==> src/rtl/mem_port_arbiter_if.sv <==
// One requester port of the memory arbiter: valid/ready request plus registered read response.
interface mem_port_arbiter_if #(
  parameter int DATA_WIDTH = 32,
  parameter int ADDR_WIDTH = 5
);
  logic                  valid;
  logic                  we;
  logic [ADDR_WIDTH-1:0] addr;
  logic [DATA_WIDTH-1:0] wdata;
  logic                  ready;
  logic                  rvalid;
  logic [DATA_WIDTH-1:0] rdata;

  modport master (
    output valid, we, addr, wdata,
    input  ready, rvalid, rdata
  );

  modport slave (
    input  valid, we, addr, wdata,
    output ready, rvalid, rdata
  );
endinterface

==> src/rtl/mem_port_arbiter.sv <==
// Round-robin arbiter sharing one synchronous memory between fetch (req0) and load/store (req1).
// Ready is combinational in the grant cycle; read data returns one cycle later, during which no grant is made.
module mem_port_arbiter #(
  parameter int DATA_WIDTH = 32,
  parameter int ADDR_WIDTH = 5
) (
  input  logic                  clk,
  input  logic                  rstn,
  mem_port_arbiter_if.slave     req0,
  mem_port_arbiter_if.slave     req1,
  output logic                  mem_wr_en,
  output logic [ADDR_WIDTH-1:0] mem_wr_address,
  output logic [DATA_WIDTH-1:0] mem_data_in,
  output logic                  mem_rd_en,
  output logic [ADDR_WIDTH-1:0] mem_rd_address,
  input  logic [DATA_WIDTH-1:0] mem_data_out
);

  typedef enum logic {IDLE, RD_WAIT} state_t;

  state_t                state;
  logic                  last_grant;
  logic                  rvalid0_q;
  logic                  rvalid1_q;

  logic                  grant;
  logic                  winner;
  logic                  sel_we;
  logic [ADDR_WIDTH-1:0] sel_addr;
  logic [DATA_WIDTH-1:0] sel_wdata;

  // On a tie the requester that did not win last time goes first.
  always_comb begin
    winner = req1.valid;
    if (req0.valid && req1.valid) winner = ~last_grant;
    grant     = rstn && (state == IDLE) && (req0.valid || req1.valid);
    sel_we    = winner ? req1.we    : req0.we;
    sel_addr  = winner ? req1.addr  : req0.addr;
    sel_wdata = winner ? req1.wdata : req0.wdata;
  end

  assign req0.ready  = grant & ~winner;
  assign req1.ready  = grant &  winner;
  assign req0.rvalid = rvalid0_q & rstn;
  assign req1.rvalid = rvalid1_q & rstn;
  assign req0.rdata  = mem_data_out;
  assign req1.rdata  = mem_data_out;

  assign mem_wr_en      = grant &  sel_we;
  assign mem_rd_en      = grant & ~sel_we;
  assign mem_wr_address = rstn ? sel_addr  : '0;
  assign mem_rd_address = rstn ? sel_addr  : '0;
  assign mem_data_in    = rstn ? sel_wdata : '0;

  // The rvalid flops double as the registered owner id of the outstanding read.
  always_ff @(posedge clk) begin
    if (!rstn) begin
      state      <= IDLE;
      last_grant <= 1'b1;
      rvalid0_q  <= 1'b0;
      rvalid1_q  <= 1'b0;
    end else begin
      rvalid0_q <= 1'b0;
      rvalid1_q <= 1'b0;
      case (state)
        IDLE: begin
          if (grant) begin
            last_grant <= winner;
            if (!sel_we) begin
              state     <= RD_WAIT;
              rvalid0_q <= ~winner;
              rvalid1_q <=  winner;
            end
          end
        end
        RD_WAIT: state <= IDLE;
        default: state <= IDLE;
      endcase
    end
  end

endmodule

==> src/flat_wrapper.sv <==
// flat-port wrapper written by rule: the top's interface ports become plain ports
module mem_port_arbiter_flat 
#(
  parameter int DATA_WIDTH = 32,
  parameter int ADDR_WIDTH = 5
)
  (clk, rstn, mem_wr_en, mem_wr_address, mem_data_in, mem_rd_en, mem_rd_address, mem_data_out, req0_valid, req0_we, req0_addr, req0_wdata, req0_ready, req0_rvalid, req0_rdata, req1_valid, req1_we, req1_addr, req1_wdata, req1_ready, req1_rvalid, req1_rdata);
  mem_port_arbiter_if #(.DATA_WIDTH(DATA_WIDTH), .ADDR_WIDTH(ADDR_WIDTH)) req0_i ();
  mem_port_arbiter_if #(.DATA_WIDTH(DATA_WIDTH), .ADDR_WIDTH(ADDR_WIDTH)) req1_i ();
  input  logic clk;
  input  logic rstn;
  output logic mem_wr_en;
  output logic [ADDR_WIDTH-1:0] mem_wr_address;
  output logic [DATA_WIDTH-1:0] mem_data_in;
  output logic mem_rd_en;
  output logic [ADDR_WIDTH-1:0] mem_rd_address;
  input  logic [DATA_WIDTH-1:0] mem_data_out;
  input wire logic [$bits(req0_i.valid)-1:0] req0_valid;
  input wire logic [$bits(req0_i.we)-1:0] req0_we;
  input wire logic [$bits(req0_i.addr)-1:0] req0_addr;
  input wire logic [$bits(req0_i.wdata)-1:0] req0_wdata;
  output wire logic [$bits(req0_i.ready)-1:0] req0_ready;
  output wire logic [$bits(req0_i.rvalid)-1:0] req0_rvalid;
  output wire logic [$bits(req0_i.rdata)-1:0] req0_rdata;
  input wire logic [$bits(req1_i.valid)-1:0] req1_valid;
  input wire logic [$bits(req1_i.we)-1:0] req1_we;
  input wire logic [$bits(req1_i.addr)-1:0] req1_addr;
  input wire logic [$bits(req1_i.wdata)-1:0] req1_wdata;
  output wire logic [$bits(req1_i.ready)-1:0] req1_ready;
  output wire logic [$bits(req1_i.rvalid)-1:0] req1_rvalid;
  output wire logic [$bits(req1_i.rdata)-1:0] req1_rdata;
  assign req0_i.valid = req0_valid;
  assign req0_i.we = req0_we;
  assign req0_i.addr = req0_addr;
  assign req0_i.wdata = req0_wdata;
  assign req0_ready = req0_i.ready;
  assign req0_rvalid = req0_i.rvalid;
  assign req0_rdata = req0_i.rdata;
  assign req1_i.valid = req1_valid;
  assign req1_i.we = req1_we;
  assign req1_i.addr = req1_addr;
  assign req1_i.wdata = req1_wdata;
  assign req1_ready = req1_i.ready;
  assign req1_rvalid = req1_i.rvalid;
  assign req1_rdata = req1_i.rdata;
  mem_port_arbiter #(.DATA_WIDTH(DATA_WIDTH), .ADDR_WIDTH(ADDR_WIDTH)) u_core (.clk(clk), .rstn(rstn), .req0(req0_i), .req1(req1_i), .mem_wr_en(mem_wr_en), .mem_wr_address(mem_wr_address), .mem_data_in(mem_data_in), .mem_rd_en(mem_rd_en), .mem_rd_address(mem_rd_address), .mem_data_out(mem_data_out));
endmodule
==> config.mk <==
export PLATFORM = sky130hd
export DESIGN_NAME = mem_port_arbiter_flat
export DESIGN_NICKNAME = d
export VERILOG_FILES = /design/src/rtl/mem_port_arbiter_if.sv /design/src/rtl/mem_port_arbiter.sv /design/src/flat_wrapper.sv
export SDC_FILE = /design/constraint.sdc
export NUM_CORES = 1
export LEC_CHECK = 0
export CORE_MARGIN = 8
export CORE_UTILIZATION = 24
export CTS_BUF_LIST = sky130_fd_sc_hd__clkbuf_2
export DETAILED_ROUTE_END_ITERATION = 10
export PLACE_DENSITY = 0.89
export SKIP_CTS_REPAIR_TIMING = 1
export SYNTH_ARGS = -nofsm -noshare
export SYNTH_HDL_FRONTEND = slang
export SYNTH_SLANG_ARGS = --single-unit
==> constraint.sdc <==
create_clock -name clk -period 2.7 [get_ports clk]
set_input_delay 0.54 -clock clk [delete_from_list [all_inputs] [get_ports clk]]
set_output_delay 0.54 -clock clk [all_outputs]
set_load 0.01 [all_outputs]
# Word-level counts from Yosys, hierarchy flattened
# Index checks and enable logic that the tools add are counted.
# totals
ff_bits	4
latch_bits	0
mem_bits_rw	0
mem_bits_ro	0
out_inout_bits	112
memories	0
# op_classes
addsub	0
mul	0
n_div	0
order_cmp	0
eq_ne	0
shifts	0
n_mux	9
bitwise_logic	12
n_reduce_logical	6
# ops
operator	n
$mux W32	2
$mux W5	2
$and A1 B1 Y1	6
$not A1 Y1	6
$mux W1	4
$reduce_or A4 Y1	1
$logic_and A1 B1 Y1	3
$pmux W1 S2	1
$reduce_and A2 Y1	1
$logic_or A1 B1 Y1	1

# Longest topological paths before layout
# depth
depth_word	6
mapped_depth	5
depth_no_buf	3

# Least setup slack after synthesis
# Ideal clock, no wire load.
# synth_timing
path_type	in2out
from	in req1_valid
to	out mem_wr_address[0]
arrival_time_ns	1.531
path_slack_ns	0.629
path_stages	5
path_cell_list	a21bo_2 > buf_2 > nand2_1 > a21boi_0 > buf_4
# synth_between
elab_chain_cells	4
# synth_lines
element	line_no	text
start: declaration	flat_wrapper.sv:25	input wire logic [$bits(req1_i.valid)-1:0] req1_valid;
$logic_and A1 B1 Y1	mem_port_arbiter.sv:35	if (req0.valid && req1.valid) winner = ~last_grant;
$mux W1 (*)	mem_port_arbiter.sv:35	
$mux W5 (*)	mem_port_arbiter.sv:38	sel_addr = winner ? req1.addr : req0.addr;
$mux W5 (*)	-	
end: declaration	flat_wrapper.sv:13	output logic [ADDR_WIDTH-1:0] mem_wr_address;
# Mark *: on every way between the ends. The rest lies on a longest branch, timed or not.

# Worst setup path in the final report
# layout_timing
from	in req1_valid
to	out mem_rd_en
# layout_between
elab_chain_cells	5
word_cells_on_any_way	7
# layout_lines
element	line_no	text
$logic_and A1 B1 Y1	mem_port_arbiter.sv:35	
$mux W1	mem_port_arbiter.sv:35	
$mux W1	mem_port_arbiter.sv:37	sel_we = winner ? req1.we : req0.we;
$not A1 Y1	mem_port_arbiter.sv:50	assign mem_rd_en = grant & ~sel_we;
$and A1 B1 Y1 (*)	mem_port_arbiter.sv:50	
end: declaration	flat_wrapper.sv:15	output logic mem_rd_en;
# Marks and branches as above.

==> impl_results.md <==
* Startpoint types: input port
* Flop pwr share at 13.3%
* WL per Instance at 15.1 um
* Final hold viol count at 0
* R2R Path Start: u_core.last_grant
* Fin nets at 389
* Avg Inst Size Synth at 6.21 um2
* Internal power at 0.331 mW
* Die Width at 90.4 um
* Slew Viols, Final at 0
* Pre-antenna DRT Iters at 4
* Vias in the first global route at 1,654
* WP data required at 2.16 ns
* Leak Pwr at 1.60 nW
* Crit path largest cell delay at 0.50 ns
* Placer Congestion at 0.807
* Crit path to: mem_rd_en
* Initial Utilization at 24.4%
* H-tree levels at 1
* CTS tree: built
* DRT antenna net count at 0
* Slew Limit Headroom at 82.4%
* DP Wirelength at 4320 um
* Synth area leaders: buf_4 40%, nand2_1 21%, a21boi_0 13%
* Die ar. at 0.00817 mm2
* Worst-Skew Late Latency at 0.21 ns
* P&R area growth vs syn at 82.6%
* Share of cells above drive strength 1 at 6.91%
* Fillers at 521
* Ant diodes at 0
* Top cells by instance count after synthesis: 74 x nand2_1, 70 x buf_4, 23 x a21boi_0
* Synth area leader: buf_4
* Fraction of registers with async set or reset after synthesis at 0%
* Site Rows at 27
* Clock power frac at 11.5%
* Worst reg2reg path depth at 4
* Post-Synthesis Cells at 214
* CTS Buffer Depth at 2
* Clock skew at 0.00718 ns
* Root Driver: clkbuf_2
* Finished Layout Cells at 347
* Setup TNS at 0 ns
* Worst reg2reg endpoint: u_core.state
* Crit. End Element: output port
* CTS Buf Count at 3
* Critical path origin: req1_valid
* Gr ovfl total at 0
* First-pass GRT wire length at 8090 um
* Core Area at 0.00544 mm2
* Initial antenna violation count at 0
* Crit Path Class: input port to output port
* Synth top area share at 39.5%
* Syn Nets at 326
* Post-synth EDFFs at 0
* R2R Setup Slk at 1.47 ns
* Crit-path cells: clkdlybuf4s50_1 -> a21bo_2 -> buf_12 -> mux2i_2 -> nor2b_1 -> dlymetal6s2s_1
* Final period util at 93.6%
* Slew @ Worst Pin at 0.261 ns
* Max Cap Violations at 0
* Pin count of the biggest net entering global routing at 24
* Peak VDD IR at 0.113 mV
* Worst-path clk slew at 0.04 ns
* CP max stage cell: clkdlybuf4s50_1
* PD cells at 204 mW/mm2
* Vias at 1,499
* Via-to-Cell Ratio at 4.32
* Post-route cell area at 0.00243 mm2
* # IOs at 224
* Synth Warn # at 0
* CTS sink count at 4
* Netlist cell types at 20
* Critical Path AT at 1.99 ns
* Final hold slack at 0.505 ns
* FMAX at 396 MHz
* Sequential fraction of the synthesis area at 6.03%
* Sw power at 0.165 mW
* Final setup vio count at 0
* Largest fanout on the critical path at 11
* Total Routed Length at 5220 um
* Top FF cell, synth: dfxtp_1
* Die Height at 90.4 um
* Synth Cell Area at 0.00133 mm2
* Switching Fraction at 33.2%
* Port Buffers at 127
* Dpl cells at 344
* Period minus WS final at 2.53 ns
* Combinational Power Share at 75.2%
* RSZ-0062 raised after global routing: false
* Min-delay worst type: register to register
* Run status: complete, no violations
* GRT Total Usage at 11.7%
* Top-count cell post-synth: nand2_1
* Seq cells post-synth at 4
* Number of DRC markers in iteration 0 at 22
* DRC viols at 0
* Cell Area, Placed at 0.00228 mm2
-- worst min path at each step --
| stage | cells after the start | startpoint | to | slack (ns) |
|---|---|---|---|---|
| 3_5_place_dp | 1 | u_core.state | u_core.last_grant | 0.50 |
| 2_1_floorplan | 1 | u_core.state | u_core.last_grant | 0.48 |
| 5_1_grt | 1 | u_core.state | u_core.last_grant | 0.54 |
| 3_3_place_gp | 1 | u_core.state | u_core.last_grant | 0.49 |
| 6_report | 1 | u_core.state | u_core.last_grant | 0.50 |
| 4_1_cts | 1 | u_core.state | u_core.last_grant | 0.51 |
-- through the flow --
stage / setup WS [ns] / utilization [%] / total power, mW
6_report: 0.174 / 44.6 / 0.495
5_1_grt: 0.0788 / 44.6 / 0.532
4_1_cts: -0.299 / 42.2 / 0.516
3_5_place_dp: -0.279 / 42.0 / 0.454
3_3_place_gp: -0.231 / 42.0 / 0.448
2_1_floorplan: 0.629 / - / 0.294
-- final cells by class --
| cell class | instances | area, um2 | area share [%] |
|---|---|---|---|
| Tap cell | 72 | 90.1 | 3.71 |
| Timing Repair Buffer | 139 | 1560 | 64.2 |
| Clock buffer | 3 | 15.0 | 0.619 |
| Inverter | 2 | 7.51 | 0.309 |
| Multi-Input combinational cell | 127 | 676 | 27.8 |
| Sequential cell | 4 | 80.1 | 3.30 |
-- routing by layer --
metal,share of wire (%),vias to the layer above,global-route usage (%)
li1,-,729,-
met1,37,642,11.2
met2,48,92,20.6
met3,9.6,36,4.16
met4,5.1,0,8.60
met5,0,-,0
-- critical path: cells and delay by family --
| kind | cells | cell delay [ns] |
|---|---|---|
| muxes | 1 | 0.20 |
| and+or+nand+nor | 1 | 0.16 |
| buffers and inverters | 3 | 0.82 |
| AOI/OAI and AO/OA | 1 | 0.27 |
-- sequential cells by signal (all words and copies together) (netlist names) --
| register | flops |
|---|---|
| u_core.state | 1 |
| u_core.last_grant | 1 |
| u_core.rvalid0_q | 1 |
| u_core.rvalid1_q | 1 |
-- kinds of logic (layout without fill, tap and decap cells) --
kind of cell           Yosys count  after routing  synth area share [%]
flip-flops                       4              4                  6.03
AO/OA/AOI/OAI                   42             42                  24.1
AND/OR/NAND/NOR                 84             84                  24.9
multiplexers                     1              1                 0.753
buffers and inverters           83            144                  44.3
-- power by group through the flow --
stage,registers (mW),clock network [mW],logic (mW)
2_1_floorplan,0.0658,0,0.228
3_3_place_gp,0.0666,0,0.381
3_5_place_dp,0.0667,0,0.387
4_1_cts,0.0657,0.0603,0.390
5_1_grt,0.0660,0.0617,0.404
6_report,0.0656,0.0569,0.372
-- placed cells by master (no fill, tap or decap) --
| master | count |
|---|---|
| o21ai_0 | 1 |
| mux2i_2 | 1 |
| a21boi_1 | 16 |
| dlymetal6s2s_1 | 47 |
| buf_4 | 5 |
| a21boi_2 | 1 |
| nor3_1 | 2 |
| nor2b_1 | 2 |
| nand2b_1 | 1 |
| and2_1 | 2 |
| a21boi_4 | 1 |
| dfxtp_1 | 4 |
| buf_6 | 1 |
| a21boi_0 | 20 |
| a21bo_2 | 1 |
| clkdlybuf4s50_1 | 80 |
| nor2_1 | 3 |
| a21o_1 | 1 |
| buf_12 | 6 |
| nand2_1 | 74 |
| clkbuf_2 | 3 |
| inv_1 | 2 |
| o311ai_0 | 1 |
No activity file was read; power rests on OpenSTA's default activity.
